## config.mk

```make
export PLATFORM = sky130hd
export DESIGN_NAME = cache_mem_arbiter
export DESIGN_NICKNAME = d
export VERILOG_FILES = /design/src/rtl/cache_mem_arbiter.sv
export SDC_FILE = /design/constraint.sdc
export NUM_CORES = 1
export LEC_CHECK = 0
export ABC_AREA = 1
export CAP_MARGIN = 20
export CORE_MARGIN = 5
export CORE_UTILIZATION = 39
export DETAILED_ROUTE_END_ITERATION = 16
export GPL_TIMING_DRIVEN = 0
export PLACE_DENSITY_LB_ADDON = 0.1
export SLEW_MARGIN = 20
export SYNTH_ARGS = -nofsm -noshare
export SYNTH_HDL_FRONTEND = slang
export SYNTH_SLANG_ARGS = --single-unit
```

## constraint.sdc

```tcl
create_clock -name clk -period 1.94 [get_ports clk]
set_input_delay 0.485 -clock clk [delete_from_list [all_inputs] [get_ports clk]]
set_output_delay 0.485 -clock clk [all_outputs]
set_load 0.05 [all_outputs]
```

## src/rtl/cache_mem_arbiter.sv

```systemverilog
// rtl/cache_mem_arbiter.sv - I/D cache fill and store arbiter for a 4-cycle pipelined memory
// Fills are 8 halfword-addressed words; stores are single write-through cycles.

module cache_mem_arbiter (
  input  logic        clk,
  input  logic        rst,
  input  logic        i_req,
  input  logic [15:0] i_addr,
  input  logic        d_req,
  input  logic [15:0] d_addr,
  input  logic        d_wr_req,
  input  logic [15:0] d_wr_data,
  input  logic [15:0] mem_data_in,
  input  logic        mem_valid_in,
  output logic        mem_enable,
  output logic        mem_wr,
  output logic [15:0] mem_addr,
  output logic [15:0] mem_data_out,
  output logic        i_grant,
  output logic        d_grant,
  output logic        i_data_valid,
  output logic        d_data_valid,
  output logic [15:0] fill_data,
  output logic [2:0]  fill_word,
  output logic        i_fill_done,
  output logic        d_fill_done,
  output logic        wr_done
);

  typedef enum logic [1:0] {IDLE, FILL_I, FILL_D, WRITE} state_t;

  state_t      state, state_nxt;
  logic [15:0] base;
  logic [3:0]  issue_cnt;
  logic [3:0]  ret_cnt;
  logic        last_fill_d;
  logic [15:0] wr_addr;
  logic [15:0] wr_data;

  logic filling, issuing, ret_valid, fill_last;

  assign filling   = (state == FILL_I) || (state == FILL_D);
  assign issuing   = filling && !issue_cnt[3];
  assign ret_valid = filling && mem_valid_in;
  assign fill_last = ret_valid && (ret_cnt == 4'd7);

  always_comb begin
    state_nxt    = state;
    mem_enable   = 1'b0;
    mem_wr       = 1'b0;
    mem_addr     = 16'h0000;
    mem_data_out = 16'h0000;
    i_data_valid = 1'b0;
    d_data_valid = 1'b0;
    fill_data    = 16'h0000;
    fill_word    = 3'd0;
    i_fill_done  = 1'b0;
    d_fill_done  = 1'b0;
    wr_done      = 1'b0;

    case (state)
      IDLE: begin
        // Stores win outright; a fill tie goes to the side that was not served last.
        if (d_wr_req)
          state_nxt = WRITE;
        else if (i_req && d_req)
          state_nxt = last_fill_d ? FILL_I : FILL_D;
        else if (i_req)
          state_nxt = FILL_I;
        else if (d_req)
          state_nxt = FILL_D;
      end
      FILL_I, FILL_D: begin
        if (issuing) begin
          mem_enable = 1'b1;
          mem_addr   = base + {12'd0, issue_cnt[2:0], 1'b0};
        end
        if (ret_valid) begin
          i_data_valid = (state == FILL_I);
          d_data_valid = (state == FILL_D);
          fill_data    = mem_data_in;
          fill_word    = ret_cnt[2:0];
        end
        if (fill_last) begin
          i_fill_done = (state == FILL_I);
          d_fill_done = (state == FILL_D);
          state_nxt   = IDLE;
        end
      end
      WRITE: begin
        mem_enable   = 1'b1;
        mem_wr       = 1'b1;
        mem_addr     = wr_addr;
        mem_data_out = wr_data;
        wr_done      = 1'b1;
        state_nxt    = IDLE;
      end
      default: state_nxt = IDLE;
    endcase
  end

  assign i_grant = (state == FILL_I);
  assign d_grant = (state == FILL_D);

  always_ff @(posedge clk or posedge rst) begin
    if (rst) begin
      state       <= IDLE;
      base        <= 16'h0000;
      issue_cnt   <= 4'd0;
      ret_cnt     <= 4'd0;
      last_fill_d <= 1'b1;
      wr_addr     <= 16'h0000;
      wr_data     <= 16'h0000;
    end else begin
      state <= state_nxt;
      if (state == IDLE) begin
        issue_cnt <= 4'd0;
        ret_cnt   <= 4'd0;
        if (state_nxt == FILL_I)
          base <= i_addr & 16'hFFF0;
        else if (state_nxt == FILL_D)
          base <= d_addr & 16'hFFF0;
        if (state_nxt == WRITE) begin
          wr_addr <= d_addr;
          wr_data <= d_wr_data;
        end
      end else begin
        if (issuing)
          issue_cnt <= issue_cnt + 4'd1;
        if (ret_valid)
          ret_cnt <= ret_cnt + 4'd1;
        if (fill_last)
          last_fill_d <= (state == FILL_D);
      end
    end
  end

endmodule

```

==> flow_metrics.py, run 1 <==
metrics = {
    "outcome": {
        "status": "finished with violations",
        "violations": "negative setup slack",
    },
    "clock_tree": {
        "cts_tree": "done",
        "worstSkewPairLatency_ns": 0.33,
        "htree_levels": 2,
        "cts.root.buffer_cell": "clkbuf_8",
        "clock_sinks": 55,
        "cts_buffers": 5,
        "cts_max_path_buffers": 2,
        "cts.clk_slew.worst_paths_ns": 0.11,
        "ctsHoldBuffers": 0,
    },
    "final_layout": {
        "area_growth_pct": 99.7,
        "fillers": 483,
        "nNetsFinal": 691,
        "final_cell_mix": "nand2_1 (145), clkdlybuf4s50_1 (64), dfrtp_1 (52), nand3_1 (48), buf_6 (45)",
        "mostFrequentLayoutCell": "nand2_1",
        "layout-drive-gt1-share_pct": 40.5,
        "antenna_cells": 0,
        "finish.utilization_pct": 79.8,
    },
    "timing": {
        "max_freq_mhz": 428,
        "finalCriticalPeriod_ns": 2.34,
        "drv_slew": 0,
        "final.setup.worst_slack_ns": -0.397,
        "worst_slew_pin_slew_ns": 0.696,
        "hold_violations": 0,
        "slew_headroom_pct": 53.6,
        "clock_skew_ns": 0.0135,
        "fin_crit_sh_pct": 120,
        "setup_viol": 100,
        "rsz0062_at_grt": "yes",
    },
    "grt": {
        "antenna_found_initial": 0,
        "grt_overflow": 0,
        "grt_pass1_vias": 3619,
        "grt_use_total_pct": 22.5,
        "grt_pass1_wl_mm": 17.6,
        "grt_max_degree": 56,
    },
    "floorplan": {
        "die_h_um": 99.0,
        "num_rows": 32,
        "coreArea_um2": 7730,
        "die_x_um": 99.0,
        "start_util_pct": 40.0,
        "dieArea_um2": 9800,
        "boundaryPins": 130,
    },
    "worst_setup_path": {
        "crit_path_end_kind": "primary output",
        "path_cells": "inv_4 -> ha_4 -> buf_4 -> nand2_8 -> clkbuf_16 -> nor2_4 -> buf_8",
        "cp.arrival_ns": 1.85,
        "cp_top_family": "buffers and inverters",
        "worstReg2RegStart": "state[0]",
        "reg2reg_slack_ns": -0.22,
        "r2r-end": "wr_addr[5]",
        "crit_type": "register to primary output",
        "max_stage_delay_ns": 0.45,
        "crit_path_top_delay_cell": "dfrtp_2",
        "critPathBufInv": 4,
        "worstPathRequired_ns": 1.45,
        "start_kind": "register",
        "worstRegToRegCells": 12,
        "cp_max_fo": 8,
    },
    "min_path": {
        "hold_path.class": "register to register",
        "hold_start": "wr_addr[3]",
        "whs_endpoint": "wr_addr[3]",
        "whs_path_depth": 2,
    },
    "yosys": {
        "yosysSeqAreaShare_pct": 44.6,
        "ys_async_sr_fraction_pct": 100,
        "synth_area_leaders": "dfrtp_1 (44%), nand2_1 (22%), nand3_1 (7.8%)",
        "syn_avg_cell_area_um2": 6.97,
        "syn_area_um2": 3090,
        "synth-edff-count": 0,
        "syn-instance-count": 443,
        "yosys.area.top_type": "dfrtp_1",
        "synthesis.nets": 520,
        "synth-main-ff-cell": "dfrtp_1",
        "synth_cell_types": 26,
        "ys_ff_latch": 55,
        "ys_warn_count": 0,
        "synth_top_area_share_pct": 43.8,
    },
    "pwr": {
        "ir_drop_uv": 1660,
        "finalPower_w": 0.0125,
        "p_per_area_nw_per_um2": 2030,
        "leakagePower_nw": 3.09,
    },
    "route": {
        "wl_mm": 11.7,
        "dr.pass1.iters": 5,
        "drc": 0,
        "drtAntennaViolNets": 0,
        "drtIter0Drc": 169,
        "wl_per_cell_um": 16.4,
        "via_per_inst": 5.02,
        "vias": 3598,
    },
    "job": {
        "maxCapViolations": 0,
    },
    "placement": {
        "detailedPlace.worstSlack_ns": -0.991,
        "portBuffers": 125,
        "dp.final_hpwl_mm": 7.15,
        "gp_congestion": 0.791,
    },
}
[what timing repair did]
action                                  in CTS  in global routing
gates cloned                                10                  2
pin swaps                                   28                 16
endpoints found under the setup margin     103                104
buffers inserted                            16                 12
gates resized for setup                    518                 73
[cells in the mapped netlist, types with 2 or more instances]
master / instances
a21oi_1: 19
buf_1: 2
buf_2: 9
buf_4: 3
clkbuf_1: 10
dfrtp_1: 54
ha_1: 7
inv_1: 50
inv_2: 2
nand2_1: 183
nand2_2: 4
nand3_1: 48
nand3_2: 2
nand4_1: 2
nor2_1: 29
o21ai_0: 6
o21bai_1: 4
[metrics by stage]
step | cell area, um^2 | TNS, ns | std cells | hold WS [ns]
after floorplan | 3550 | -0.297 | 443 | 0.442
after global placement | 4930 | -103.64 | 670 | 0.453
after detailed placement | 4930 | -52.07 | 670 | 0.459
after CTS | 5790 | -17.05 | 703 | 0.485
after global routing | 6170 | -29.33 | 717 | 0.498
final | 6170 | -22.91 | 717 | 0.488
[routing by layer]
metal | vias to the layer above | share of wire (%) | track usage [%]
li1 | 1700 | - | -
met1 | 1708 | 38 | 26.6
met2 | 170 | 52 | 40.7
met3 | 20 | 8.4 | 5.52
met4 | 0 | 1.5 | 6.09
met5 | - | 0 | 0
[power by group]
part           switching (W)  internal, W  leakage, nW
Combinational        0.00549      0.00407         2.34
Clock               0.000423     0.000391       0.0558
Sequential          0.000475      0.00166        0.694
[registers in the layout, summed over array words and instances, names as in the netlist]
name / cells
base: 12
issue_cnt: 4
last_fill_d: 1
ret_cnt: 4
state: 2
wr_addr: 16
wr_data: 16
[kinds of logic (layout without fill, tap and decap cells)]
family	after synthesis	count (layout)	share of synthesized area (%)
adders and majority gates	7	7	2.84
and+or+nand+nor	272	272	36.5
DFF	55	55	44.6
AOI/OAI and AO/OA	31	31	5.55
buffers and inverters	78	250	10.5
[worst max path at each step]
stage,startpoint,to,slack (ns),cells past startpoint
floorplan,state[0],d_fill_done,-0.08,4
global placement,rst,state[1],-1.16,2
detailed placement,mem_valid_in,fill_data[13],-0.99,5
CTS,state[0],mem_addr[11],-0.35,8
global route,state[1],fill_data[13],-0.45,7
finish,state[0],fill_data[13],-0.40,7
[tightest hold or removal path, stage by stage (launching register included)]
cell and delay [ns]:
dfrtp_1 0.36, nand2_1 0.05, nand2_1 0.05
[area by class of cell]
class | instances | area [um^2] | share of cell area, %
tap | 102 | 128 | 2.07
buffer | 24 | 334 | 5.42
clock buffer | 6 | 72.6 | 1.18
timing repair inverter | 1 | 6.26 | 0.101
sequential | 55 | 1380 | 22.4
clock inverter | 2 | 38.8 | 0.629
inverter | 53 | 254 | 4.12
timing repair buffer | 164 | 1890 | 30.6
multi-input combinational | 310 | 2060 | 33.5
(Power assumes the default switching activity.)
==> inputs of run 2 (changes only) <==
- ABC_AREA: 1 -> 0
- CORE_UTILIZATION: 39 -> 38
==> flow_metrics.py, run 2 <==
metrics = {
    "final_layout": {
        "fillers": 554,
        "nNetsFinal": 502,
        "final_cell_mix": "clkdlybuf4s50_1 (61), dfrtp_1 (52), buf_6 (49), mux2_2 (32), mux2_4 (25)",
        "reg.largest.list": "wr_addr x16, wr_data x16, base x12",
        "mostFrequentLayoutCell": "clkdlybuf4s50_1",
        "design_area_um2": 5550,
        "antenna_cells": 0,
        "fin_cells": 528,
        "layout-drive-gt1-share_pct": 59.6,
        "area_growth_pct": 86.8,
    },
    "job": {
        "maxCapViolations": 0,
    },
    "route": {
        "wl_mm": 9.29,
        "drc": 0,
        "dr.pass1.iters": 4,
        "via_per_inst": 4.92,
        "wl_per_cell_um": 17.6,
        "drtAntennaViolNets": 0,
        "drtIter0Drc": 59,
        "vias": 2599,
    },
    "grt": {
        "grt_overflow": 0,
        "grt_pass1_wl_mm": 14.9,
        "antenna_found_initial": 0,
        "grt_pass1_vias": 2947,
        "grt_use_total_pct": 19.0,
        "grt_max_degree": 56,
    },
    "worst_setup_path": {
        "max_stage_delay_ns": 0.46,
        "cp_max_fo": 5,
        "path_cells": "inv_4 -> ha_4 -> nor2b_4 -> buf_8 -> buf_16 -> a22oi_2 -> nor2_4 -> buf_6",
        "start_kind": "register",
        "crit_type": "register to primary output",
        "worstPathRequired_ns": 1.45,
        "crit_path_top_delay_cell": "dfrtp_2",
        "cp.arrival_ns": 1.87,
        "crit_path_end_kind": "primary output",
    },
    "yosys": {
        "synth-main-ff-cell": "dfrtp_1",
        "synthTopCellsByCount": "dfrtp_1 (54), mux2_2 (47), nor2_1 (26)",
        "syn-instance-count": 258,
        "ys_async_sr_fraction_pct": 100,
        "yosysSeqAreaShare_pct": 46.4,
        "syn_avg_cell_area_um2": 11.5,
        "ys_ff_latch": 55,
        "syn_area_um2": 2970,
        "yosys.area.top_type": "dfrtp_1",
        "synth_top_area_share_pct": 45.5,
        "synth_area_leaders": "dfrtp_1 (45%), mux2_2 (18%), mux2_4 (5.1%)",
        "ys_warn_count": 0,
        "synth-edff-count": 0,
        "synthesis.nets": 335,
        "yosysMostFrequentCell": "dfrtp_1",
        "synth_cell_types": 39,
    },
    "placement": {
        "gp_congestion": 0.839,
        "dp_cells": 485,
        "place_area_um2": 4640,
        "portBuffers": 125,
        "dp.final_hpwl_mm": 5.98,
    },
    "timing": {
        "fin_crit_sh_pct": 121,
        "slew_headroom_pct": 53.5,
        "finalCriticalPeriod_ns": 2.35,
        "fin_hold_ws_ns": 0.508,
        "max_freq_mhz": 425,
        "hold_violations": 0,
        "clock_skew_ns": 0.00672,
        "final.setup.tns_ns": -26.65,
        "drv_slew": 0,
        "final.setup.worst_slack_ns": -0.413,
        "rsz0062_at_grt": "yes",
        "worst_slew_pin_slew_ns": 0.697,
        "setup_viol": 102,
    },
    "outcome": {
        "violations": "negative setup slack",
        "status": "finished with violations",
    },
    "clock_tree": {
        "clock_sinks": 55,
        "cts_max_path_buffers": 2,
        "cts_tree": "done",
        "htree_levels": 2,
        "worstSkewPairLatency_ns": 0.31,
        "cts.clk_slew.worst_paths_ns": 0.10,
        "cts.root.buffer_cell": "clkbuf_8",
        "cts_buffers": 5,
    },
    "floorplan": {
        "die_h_um": 98.4,
        "boundaryPins": 130,
        "coreArea_um2": 7690,
        "die_x_um": 98.4,
        "num_rows": 32,
        "start_util_pct": 38.7,
        "dieArea_um2": 9690,
    },
    "pwr": {
        "leakagePower_nw": 2.50,
        "ir_drop_uv": 1020,
        "p_per_area_nw_per_um2": 2050,
        "finalPower_w": 0.0114,
    },
    "min_path": {
        "hold_path.class": "register to register",
    },
}
==> run 2: cell types whose count changed after synthesis, sizes merged, moves of 6 or more <==
cell and change:
a21oi -17, a22oi +15, and2 +21, and3 +20
buf -6, inv -48, mux2 +57, nand2 -184
nand3 -48
==> run 2: cell type report <==
class                           instances  area [um^2]  area share (%)
Sequential cell                        55         1380            24.9
Tap cell                              102          128            2.30
Clock inverter                          1         8.76           0.158
Buffer                                 18          253            4.55
Clock buffer                            7         86.3            1.56
Inverter                                4         20.0           0.361
Multi-Input combinational cell        181         1930            34.9
Timing Repair Buffer                  160         1740            31.4
==> run 2: what timing repair did <==
item                       in CTS  in global routing
cloned                          6                  0
hold endpoints to repair        0                  0
pin swaps                      22                 19
hold buffers                    0                  0
setup buffers                  24                  5
setup endpoints to repair     104                103
gates resized for setup       493                 42
==> run 2: worst paths after layout <==
path	from	end	slack, ns	cells after the start
max in group asynchronous	rst	state[1]	0.80	2
worst max-delay path	state[1]	mem_addr[2]	-0.41	8
min in group asynchronous	rst	wr_addr[15]	0.63	2
worst max register to register	state[1]	base[4]	-0.39	8
worst min register to register	wr_data[10]	wr_data[10]	0.51	1
worst min-delay path	wr_data[10]	wr_data[10]	0.51	1
==> run 2: stage by stage <==
step	setup slack, ns	util (%)
final	-0.413	72.2
after global routing	-0.478	72.2
after CTS	-0.438	69.7
after detailed placement	-0.941	60.3
after global placement	-1.18	60.3
after floorplan	-0.133	-
==> run 2: cells by family after synthesis <==
kind of cell | count (synthesis) | share of synthesized area [%]
DFF | 55 | 46.4
and+or+nand+nor | 83 | 15.4
buffers and inverters | 22 | 3.49
muxes | 59 | 23.5
xor gates and xnor gates | 5 | 1.47
AOI/OAI and AO/OA | 27 | 6.78
adders and majority gates | 7 | 2.95
==> run 2: report_power, final <==
group | leakage [nW] | switching (W) | internal (W)
Clock | 0.0484 | 0.000386 | 0.000294
Sequential | 0.662 | 0.000350 | 0.00170
Combinational | 1.79 | 0.00432 | 0.00431
Total | 2.50 | 0.00506 | 0.00631
==> run 2: layer usage <==
metal / wire length, um / vias up / part of all wire [%] / GRT usage, %
met5: 0 / - / 0 / 0
met4: 53 / 0 / 0.57 / 3.15
met3: 485 / 5 / 5.2 / 4.95
met2: 4820 / 61 / 52 / 34.1
met1: 3930 / 1288 / 42 / 23.2
li1: - / 1245 / - / -
==> run 2: worst max-delay path, delay by kind of cell (launching register included) <==
family	cells	cell delay (ns)
AO/OA/AOI/OAI	1	0.18
adder cells (fa/ha/maj)	1	0.22
buffers and inverters	4	0.51
flip-flops	1	0.46
AND/OR/NAND/NOR	2	0.20
